`src/rtl/fetch_pkg.sv`:
```
// Shared types for the instruction-fetch slice: controller states and the
// {pc, instr} record carried through the fetch buffer.
package fetch_pkg;

    localparam int XLEN    = 32;
    localparam int INSTR_W = 32;

    typedef enum logic [1:0] {
        IDLE  = 2'd0,
        FETCH = 2'd1,
        FAULT = 2'd2
    } fetch_state_e;

    typedef struct packed {
        logic [XLEN-1:0]    pc;
        logic [INSTR_W-1:0] instr;
    } fetch_entry_t;

endpackage

```
`src/rtl/fetch_fifo.sv`:
```
// Small synchronous FIFO with push, pop and flush; the head entry is shown
// combinationally so decode sees it in the cycle it becomes valid.
module fetch_fifo #(
    parameter int W     = 64,
    parameter int DEPTH = 2
) (
    input  logic                       clk,
    input  logic                       rst,
    input  logic                       push,
    input  logic [W-1:0]               push_data,
    input  logic                       pop,
    input  logic                       flush,
    output logic [W-1:0]               head,
    output logic [$clog2(DEPTH):0]     count,
    output logic                       not_empty
);
    import fetch_pkg::*;

    localparam int AW = $clog2(DEPTH);
    localparam int CW = AW + 1;

    logic [W-1:0]  mem_r [DEPTH];
    logic [AW-1:0] wr_ptr_r;
    logic [AW-1:0] rd_ptr_r;
    logic [CW-1:0] count_r;
    logic [CW-1:0] count_nxt_s;
    logic          do_push_s;
    logic          do_pop_s;

    assign do_pop_s  = pop && (count_r != {CW{1'b0}});
    // A full buffer may still accept a word when the head leaves in the same cycle.
    assign do_push_s = push && ((count_r < CW'(DEPTH)) || do_pop_s);

    // Occupancy update for the push/pop combination of this cycle.
    always_comb begin
        count_nxt_s = count_r;
        case ({do_push_s, do_pop_s})
            2'b10:   count_nxt_s = count_r + CW'(1'b1);
            2'b01:   count_nxt_s = count_r - CW'(1'b1);
            default: count_nxt_s = count_r;
        endcase
    end

    // Pointer and occupancy registers; flush empties the buffer at once.
    always_ff @(posedge clk) begin
        if (rst || flush) begin
            wr_ptr_r <= {AW{1'b0}};
            rd_ptr_r <= {AW{1'b0}};
            count_r  <= {CW{1'b0}};
        end else begin
            if (do_push_s) begin
                wr_ptr_r <= wr_ptr_r + AW'(1'b1);
            end
            if (do_pop_s) begin
                rd_ptr_r <= rd_ptr_r + AW'(1'b1);
            end
            count_r <= count_nxt_s;
        end
    end

    // Storage array; contents need no reset since occupancy gates visibility.
    always_ff @(posedge clk) begin
        if (do_push_s && !flush && !rst) begin
            mem_r[wr_ptr_r] <= push_data;
        end
    end

    assign head      = mem_r[rd_ptr_r];
    assign count     = count_r;
    assign not_empty = (count_r != {CW{1'b0}});

endmodule

```
`src/rtl/imem_fetch_ctrl.sv`:
```
// Instruction-fetch controller: walks the PC over the instruction memory,
// buffers {pc, instr} for decode and applies redirects / misalignment faults.
module imem_fetch_ctrl #(
    parameter int              XLEN       = 32,
    parameter int              INSTR_W    = 32,
    parameter logic [XLEN-1:0] RESET_PC   = {XLEN{1'b0}},
    parameter int              FIFO_DEPTH = 2
) (
    input  logic                          clk,
    input  logic                          rst,
    input  logic                          en,
    output logic                          imem_req,
    output logic [XLEN-1:0]               imem_addr,
    input  logic [INSTR_W-1:0]            imem_instr,
    input  logic                          redirect_valid,
    input  logic [XLEN-1:0]               redirect_pc,
    output logic                          out_valid,
    input  logic                          out_ready,
    output logic [INSTR_W-1:0]            out_instr,
    output logic [XLEN-1:0]               out_pc,
    output logic [$clog2(FIFO_DEPTH):0]   fifo_count,
    output logic                          fault,
    output logic [XLEN-1:0]               fault_pc
);
    import fetch_pkg::*;

    localparam int CW = $clog2(FIFO_DEPTH) + 1;
    localparam int EW = XLEN + INSTR_W;

    typedef struct packed {
        logic [XLEN-1:0]    pc;
        logic [INSTR_W-1:0] instr;
    } entry_t;

    fetch_state_e    state_r;
    fetch_state_e    state_nxt_s;
    logic [XLEN-1:0] pc_r;
    logic            fault_r;
    logic [XLEN-1:0] fault_pc_r;
    logic            misalign_s;
    logic            pop_s;
    logic            req_s;
    logic            not_empty_s;
    logic [CW-1:0]   count_s;
    entry_t          push_entry_s;
    entry_t          head_entry_s;
    logic [EW-1:0]   head_bits_s;

    assign misalign_s = redirect_valid && (redirect_pc[1:0] != 2'b00);
    assign pop_s      = not_empty_s && out_ready;
    assign req_s      = (state_r == FETCH) && !redirect_valid &&
                        ((count_s < CW'(FIFO_DEPTH)) || pop_s);

    // Next-state selection; any redirect overrides the normal flow.
    always_comb begin
        state_nxt_s = state_r;
        if (redirect_valid) begin
            if (misalign_s) begin
                state_nxt_s = FAULT;
            end else if (en) begin
                state_nxt_s = FETCH;
            end else begin
                state_nxt_s = IDLE;
            end
        end else begin
            case (state_r)
                IDLE: begin
                    if (en && !fault_r) begin
                        state_nxt_s = FETCH;
                    end else begin
                        state_nxt_s = IDLE;
                    end
                end
                FETCH: begin
                    if (!en) begin
                        state_nxt_s = IDLE;
                    end else begin
                        state_nxt_s = FETCH;
                    end
                end
                FAULT:   state_nxt_s = FAULT;
                default: state_nxt_s = IDLE;
            endcase
        end
    end

    // State, PC and sticky fault registers.
    always_ff @(posedge clk) begin
        if (rst) begin
            state_r    <= IDLE;
            pc_r       <= RESET_PC;
            fault_r    <= 1'b0;
            fault_pc_r <= {XLEN{1'b0}};
        end else begin
            state_r <= state_nxt_s;
            if (redirect_valid) begin
                if (misalign_s) begin
                    fault_r    <= 1'b1;
                    fault_pc_r <= redirect_pc;
                end else begin
                    fault_r <= 1'b0;
                    pc_r    <= redirect_pc;
                end
            end else if (req_s) begin
                pc_r <= pc_r + XLEN'(3'd4);
            end
        end
    end

    assign push_entry_s = '{pc: pc_r, instr: imem_instr};

    fetch_fifo #(
        .W     (EW),
        .DEPTH (FIFO_DEPTH)
    ) u_fifo (
        .clk       (clk),
        .rst       (rst),
        .push      (req_s),
        .push_data (push_entry_s),
        .pop       (pop_s),
        .flush     (redirect_valid),
        .head      (head_bits_s),
        .count     (count_s),
        .not_empty (not_empty_s)
    );

    assign head_entry_s = entry_t'(head_bits_s);

    assign imem_req   = req_s;
    assign imem_addr  = pc_r;
    assign out_valid  = not_empty_s;
    assign out_instr  = head_entry_s.instr;
    assign out_pc     = head_entry_s.pc;
    assign fifo_count = count_s;
    assign fault      = fault_r;
    assign fault_pc   = fault_pc_r;

endmodule

```
`config.mk`:
```
export PLATFORM = sky130hd
export DESIGN_NAME = imem_fetch_ctrl
export DESIGN_NICKNAME = d
export VERILOG_FILES = /design/src/rtl/fetch_pkg.sv /design/src/rtl/fetch_fifo.sv /design/src/rtl/imem_fetch_ctrl.sv
export SDC_FILE = /design/constraint.sdc
export NUM_CORES = 1
export LEC_CHECK = 0
export ABC_CLOCK_PERIOD_IN_PS = 5550
export BUFFER_PORTS_ARGS = -buffer_cell sky130_fd_sc_hd__buf_2
export CORE_ASPECT_RATIO = 1.4
export CORE_MARGIN = 5
export CORE_UTILIZATION = 45
export DETAILED_ROUTE_END_ITERATION = 12
export PLACE_DENSITY = 0.72
export SLEW_MARGIN = 20
export SYNTH_ARGS = -nofsm -noshare
export SYNTH_HDL_FRONTEND = slang
export SYNTH_SLANG_ARGS = --single-unit
```
`constraint.sdc`:
```
create_clock -name clk -period 5.55 [get_ports clk]
set_input_delay 0 -clock clk [delete_from_list [all_inputs] [get_ports clk]]
set_output_delay 0 -clock clk [all_outputs]
set_load 0.01 [all_outputs]
```
# == Word level (Yosys, flattened, before mapping) ==
# Memory sizes are Yosys's and may differ from the RTL's. A register that Yosys moved wholly into a read port is not among the register bits.
# Cells that the tools add are included.
# op_classes
n_addsub,5
magnitude_cmp,1
eq_ne,5
mux,14
reduce_logical,22
# ops
cell,count
2-to-1 mux 32 bit,3
"adder 32 x 3 -> 32 bit, second input constant",1
logical AND 1 bit,9
nonzero test 2 bit,4
2-to-1 mux 1 bit,7
one-hot mux 2 bit (3 select lines),1
"== test 2 x 1 -> 1 bit, second input constant",2
"== test 2 bit, second input constant",2
2-to-1 mux 2 bit,2
one-hot mux 2 bit (2 select lines),1
AND reduction 2 bit,2
zero test 1 bit,3
logical OR 1 bit,3
"adder 1 bit, second input constant",2
"adder 2 x 1 -> 2 bit, second input constant",1
zero test 2 bit,1
"< comparator 2 bit, second input constant",1
"inequality test 2 bit, second input constant",1
"subtractor 2 x 1 -> 2 bit, second input constant",1
# word_totals
register_bits,71
ram_bits,128
word_cells,55
mem_count,1
# memory_table
name,words,width,read_ports,rd_ports_with_merged_regs,wr,line_no,rtl
u_fifo.mem_r,2,64,1,1,1,fetch_fifo.sv:22,logic [W-1:0] mem_r [DEPTH];

# == Depth between registers and ports, before layout ==
# depth
depth_word,9
ltp_mapped,7
depth_no_buf,6

# == By module ==
# From an unflattened synthesis, not the netlist that was laid out.
# hier_totals
hier_cells,635
hier_area_um2,8069.0
# modules_own_cells
mod,instances,cells_per_inst,area_per_inst_um2,seq_area_each_um2
fetch_fifo,1,227,4850.9,3943.8
imem_fetch_ctrl,1,408,3218.1,1341.3

# == Worst setup path after synthesis ==
# Ideal clock, no wire load.
# synth_timing
path_kind,register to register
start,reg state_r[1]
end,mem u_fifo.mem_r[0][0] (enable)
setup_time_ns,0.564
arrival_time_ns,5.262
setup_slack_ns,-0.276
path_stages_with_launch,5
period_less_slack_ns,5.826
cell_sequence,dfxtp_1 nor3b_2 nand2_1 clkbuf_1 nor3_1
# synth_between
elab_chain_cells,8
# synth_rtl
element,line_no,rtl
from (decl),imem_fetch_ctrl.sv:35,fetch_state_e state_r;
from (signal assigned),imem_fetch_ctrl.sv:95,state_r <= state_nxt_s;
== test 2 x 1 -> 1 bit,imem_fetch_ctrl.sv:51,assign req_s = (state_r == FETCH) && !redirect_valid &&
logical AND 1 bit (2 in a row),imem_fetch_ctrl.sv:51,
logical AND 1 bit,fetch_fifo.sv:32,assign do_push_s = push && ((count_r < CW'(DEPTH)) || do_pop_s);
logical AND 1 bit (2 in a row),fetch_fifo.sv:63,if (do_push_s && !flush && !rst) begin
2-to-1 mux 1 bit,fetch_fifo.sv:63,
2-to-1 mux 1 bit (implied by the code),fetch_fifo.sv:64,mem_r[wr_ptr_r] <= push_data;
to (decl),fetch_fifo.sv:22,
# Every way passes these cells.

# == Worst setup path in the final report ==
# layout_timing
start,"reg pc_r[7], in the netlist imem_addr[7]"
end,"reg pc_r[27], in the netlist imem_addr[27]"
# layout_between
elab_chain_cells,3
# layout_rtl
element,line_no,rtl
from (decl),imem_fetch_ctrl.sv:37,logic [XLEN-1:0] pc_r;
from (signal assigned),imem_fetch_ctrl.sv:102,pc_r <= redirect_pc;
from (signal assigned),imem_fetch_ctrl.sv:105,pc_r <= pc_r + XLEN'(3'd4);
adder 32 x 3 -> 32 bit,imem_fetch_ctrl.sv:105,
2-to-1 mux 32 bit,imem_fetch_ctrl.sv:104,end else if (req_s) begin
2-to-1 mux 32 bit,imem_fetch_ctrl.sv:96,if (redirect_valid) begin
# Every way passes these cells. The select of a mux whose other input is x is not followed.
# A chain may end at the register's enable or synchronous reset.

==> results.yml <==
synth:
  synthArstFlopShare_pct: 0
  syn_area_per_cell_um2: 12.59
  synth_top_area_share_pct: 48.29
  synth_ff_type: "edfxtp_1"
  synth_seq_cells: 200
  synth-seq-area-share_pct: 66.40
  yosysMostFrequentCell: "edfxtp_1"
  ys_warn_count: 0
  yosys.area.top_type: "edfxtp_1"
  synth_common_cells: "edfxtp_1, nand2_1, dfxtp_1, mux2_2, a21oi_1"
  synthTopCellsByArea: "edfxtp_1, dfxtp_1, mux2_2, nand2_1, a21oi_1"
  synth.distinct_cells: 47
  synth_edf_count: 128
  synth_nets: 703
  synth_cells: 632
  syn-cell-area_mm2: 0.007959
timing:
  rsz0062_at_grt: "no"
  max_slew_margin_pct: 25.29
  tns_ns: 0
  min_period_over_period_pct: 48.37
  worstMarginPinSlew_ns: 1.111
  holdWs_ns: 0.05019
  fmax_ghz: 0.3725
  slew_viol_final: 0
  finClkSkew_ns: 0.01208
  setup_viol: 0
  hold_violations: 0
  period_minus_slack_ns: 2.684
cts:
  hold_buffers: 65
  cts-resized-gates: 0
  cts_buffers: 17
  cts_tree: "yes"
  cts-root-buf: "clkbuf_16"
  ctsHtreeMaxLevel: 4
  clk_latency_ns: 0.43
  clock-sinks: 200
  clkTransAtPathRegs_ns: 0.07
  clockBufferDepth: 2
  postCtsSetupRepairBufs: 0
drt:
  post_drt_wl_per_cell_um: 17.51
  num_vias: 6019
  firstDrtPassIters: 5
  drt_iter0_drc: 507
  drc_errors: 0
  vias_per_cell: 5.280
  ant_nets: 0
  routed_wl_um: 19970
worst_setup_path:
  cp.buffers_inverters: 0
  start_kind: "flip-flop"
  path_class: "reg2reg"
  slowest_stage: "nor4_2"
  path_cells: "nand4_2 > nor4_2 > nand2_1 > or4_1 > a31oi_1"
  crit_fanout: 11
  cp_slowest_stage_delay_ns: 0.94
  required_ns: 5.89
  cp_top_family: "simple AND/OR/NAND/NOR gates"
  endpoint_kind: "flip-flop"
  crit_arrival_ns: 3.03
global_route:
  met3_usage_pct: 4.184
  grt_max_degree: 70
  use_met2_pct: 33.03
  met1_usage_pct: 23.02
  first_global_vias: 5835
  grt_overflow: 0
  busiest_layer: "met2"
  grt_pass1_wl_um: 30580
  antenna_found_initial: 0
  grt.total_usage_pct: 19.03
layout:
  area_growth_pct: 32.07
  multi_input_comb_area_mm2: 0.002545
  final_nets: 961
  seq_area_mm2: 0.005286
  post_route_cells_drive_above_1_share_pct: 35.66
  nFillCells: 1444
  final_util_pct: 60.40
  final_cells: 1140
placement:
  portBuffers: 201
  post-dp-hpwl_um: 12760
  place.gp.congestion: 0.8100
  dp.cells: 1041
floorplan:
  core_area_mm2: 0.01740
  rows: 57
  die_area_mm2: 0.02048
  die_y_um: 167.4
  pin_count: 202
  die-width_um: 122.4
  start_util_pct: 45.74
pwr:
  finalPower_mw: 3.130
  powerDensity_mw_per_mm2: 297.8
  vdd_drop_max_mv: 0.1502
  cellLeakagePower_nw: 4.136
outcome:
  status: "completed"
job:
  maxCapViolCount: 0
worst_hold_path:
  hold_class: "in2reg"
==> cell usage in the layout, fill, tap and decap left out, types with 6 or more instances in the layout <==
| cell type | netlist | routed |
|---|---|---|
| buf_2 | 3 | 201 |
| a31oi_1 | 8 | 8 |
| and3_1 | 13 | 13 |
| dfxtp_1 | 72 | 71 |
| mux2_2 | 64 | 64 |
| nand3_1 | 16 | 16 |
| a21oi_1 | 54 | 54 |
| mux2i_1 | 14 | 14 |
| nand2_1 | 85 | 85 |
| dlygate4sd3_1 | 0 | 65 |
| buf_4 | 0 | 9 |
| o21ai_0 | 11 | 10 |
| edfxtp_1 | 128 | 128 |
| and2_1 | 9 | 8 |
| nand4_1 | 10 | 10 |
| inv_1 | 6 | 6 |
| o22ai_1 | 12 | 12 |
| clkbuf_16 | 0 | 21 |
| nor2_1 | 34 | 33 |
==> worst paths after layout <==
| kind | startpoint | to | slack [ns] | cells after the start |
|---|---|---|---|---|
| min | redirect_valid | fault_pc[0]$_SDFFE_PP0P_ | 0.05 | 3 |
| max reg2reg | imem_addr[7]$_SDFFE_PP0P_ | imem_addr[27]$_SDFFE_PP0P_ | 2.87 | 5 |
| max | imem_addr[7]$_SDFFE_PP0P_ | imem_addr[27]$_SDFFE_PP0P_ | 2.87 | 5 |
| min reg2reg | fault_pc[2]$_SDFFE_PP0P_ | fault_pc[2]$_SDFFE_PP0P_ | 0.45 | 2 |
==> layer usage <==
layer / wire (um) / share of wire [%]
met3: 1300 / 6.5
met5: 0 / 0
met4: 350 / 1.8
met1: 7943 / 40
met2: 10370 / 52
==> power by group <==
group / leakage [nW] / internal (mW) / switching (mW) / total, mW
registers: 1.74 / 1.61 / 0.0329 / 1.64
clock network: 0.309 / 0.733 / 0.537 / 1.27
logic: 2.08 / 0.103 / 0.115 / 0.219
total: 4.14 / 2.45 / 0.685 / 3.13
==> registers in the layout, summed over array words and instances (netlist names), named ones only <==
name	flops
fault_pc	32
u_fifo.count	2
u_fifo.wr_ptr_r	1
u_fifo.mem_r	128
fault	1
u_fifo.rd_ptr_r	1
state_r	2
imem_addr	32
==> worst min-delay path: cells and delay by family <==
kind / cells / cell delay (ns)
AO/OA/AOI/OAI: 1 / 0.06
buffers and inverters: 1 / 0.24
AND/OR/NAND/NOR: 1 / 0.13
==> cell type report <==
class                           count  area share, %
Tap cell                          236          2.809
Sequential cell                   200          50.29
Clock buffer                       22          5.035
Clock inverter                     10         0.9047
Timing Repair Buffer              276          16.51
Antenna cell                        1        0.02381
Multi-Input combinational cell    389          24.21
Inverter                            6         0.2143
==> per-stage QoR <==
step	area, um^2	worst slack, ns
2_1_floorplan	7964	1.685
3_3_place_gp	9218	2.711
3_5_place_dp	9223	2.663
4_1_cts	10500	2.661
5_1_grt	10510	2.690
6_report	10510	2.866
==> kinds of logic after synthesis <==
family / after synthesis / share of synthesized area (%)
AND/OR/NAND/NOR: 198 / 12.06
adder cells (fa/ha/maj): 2 / 0.3144
multiplexers: 78 / 10.82
XOR/XNOR: 4 / 0.4403
buffers and inverters: 43 / 2.075
AO/OA/AOI/OAI: 107 / 7.892
flip-flops: 200 / 66.40
Power figures use the tool's default switching activity.
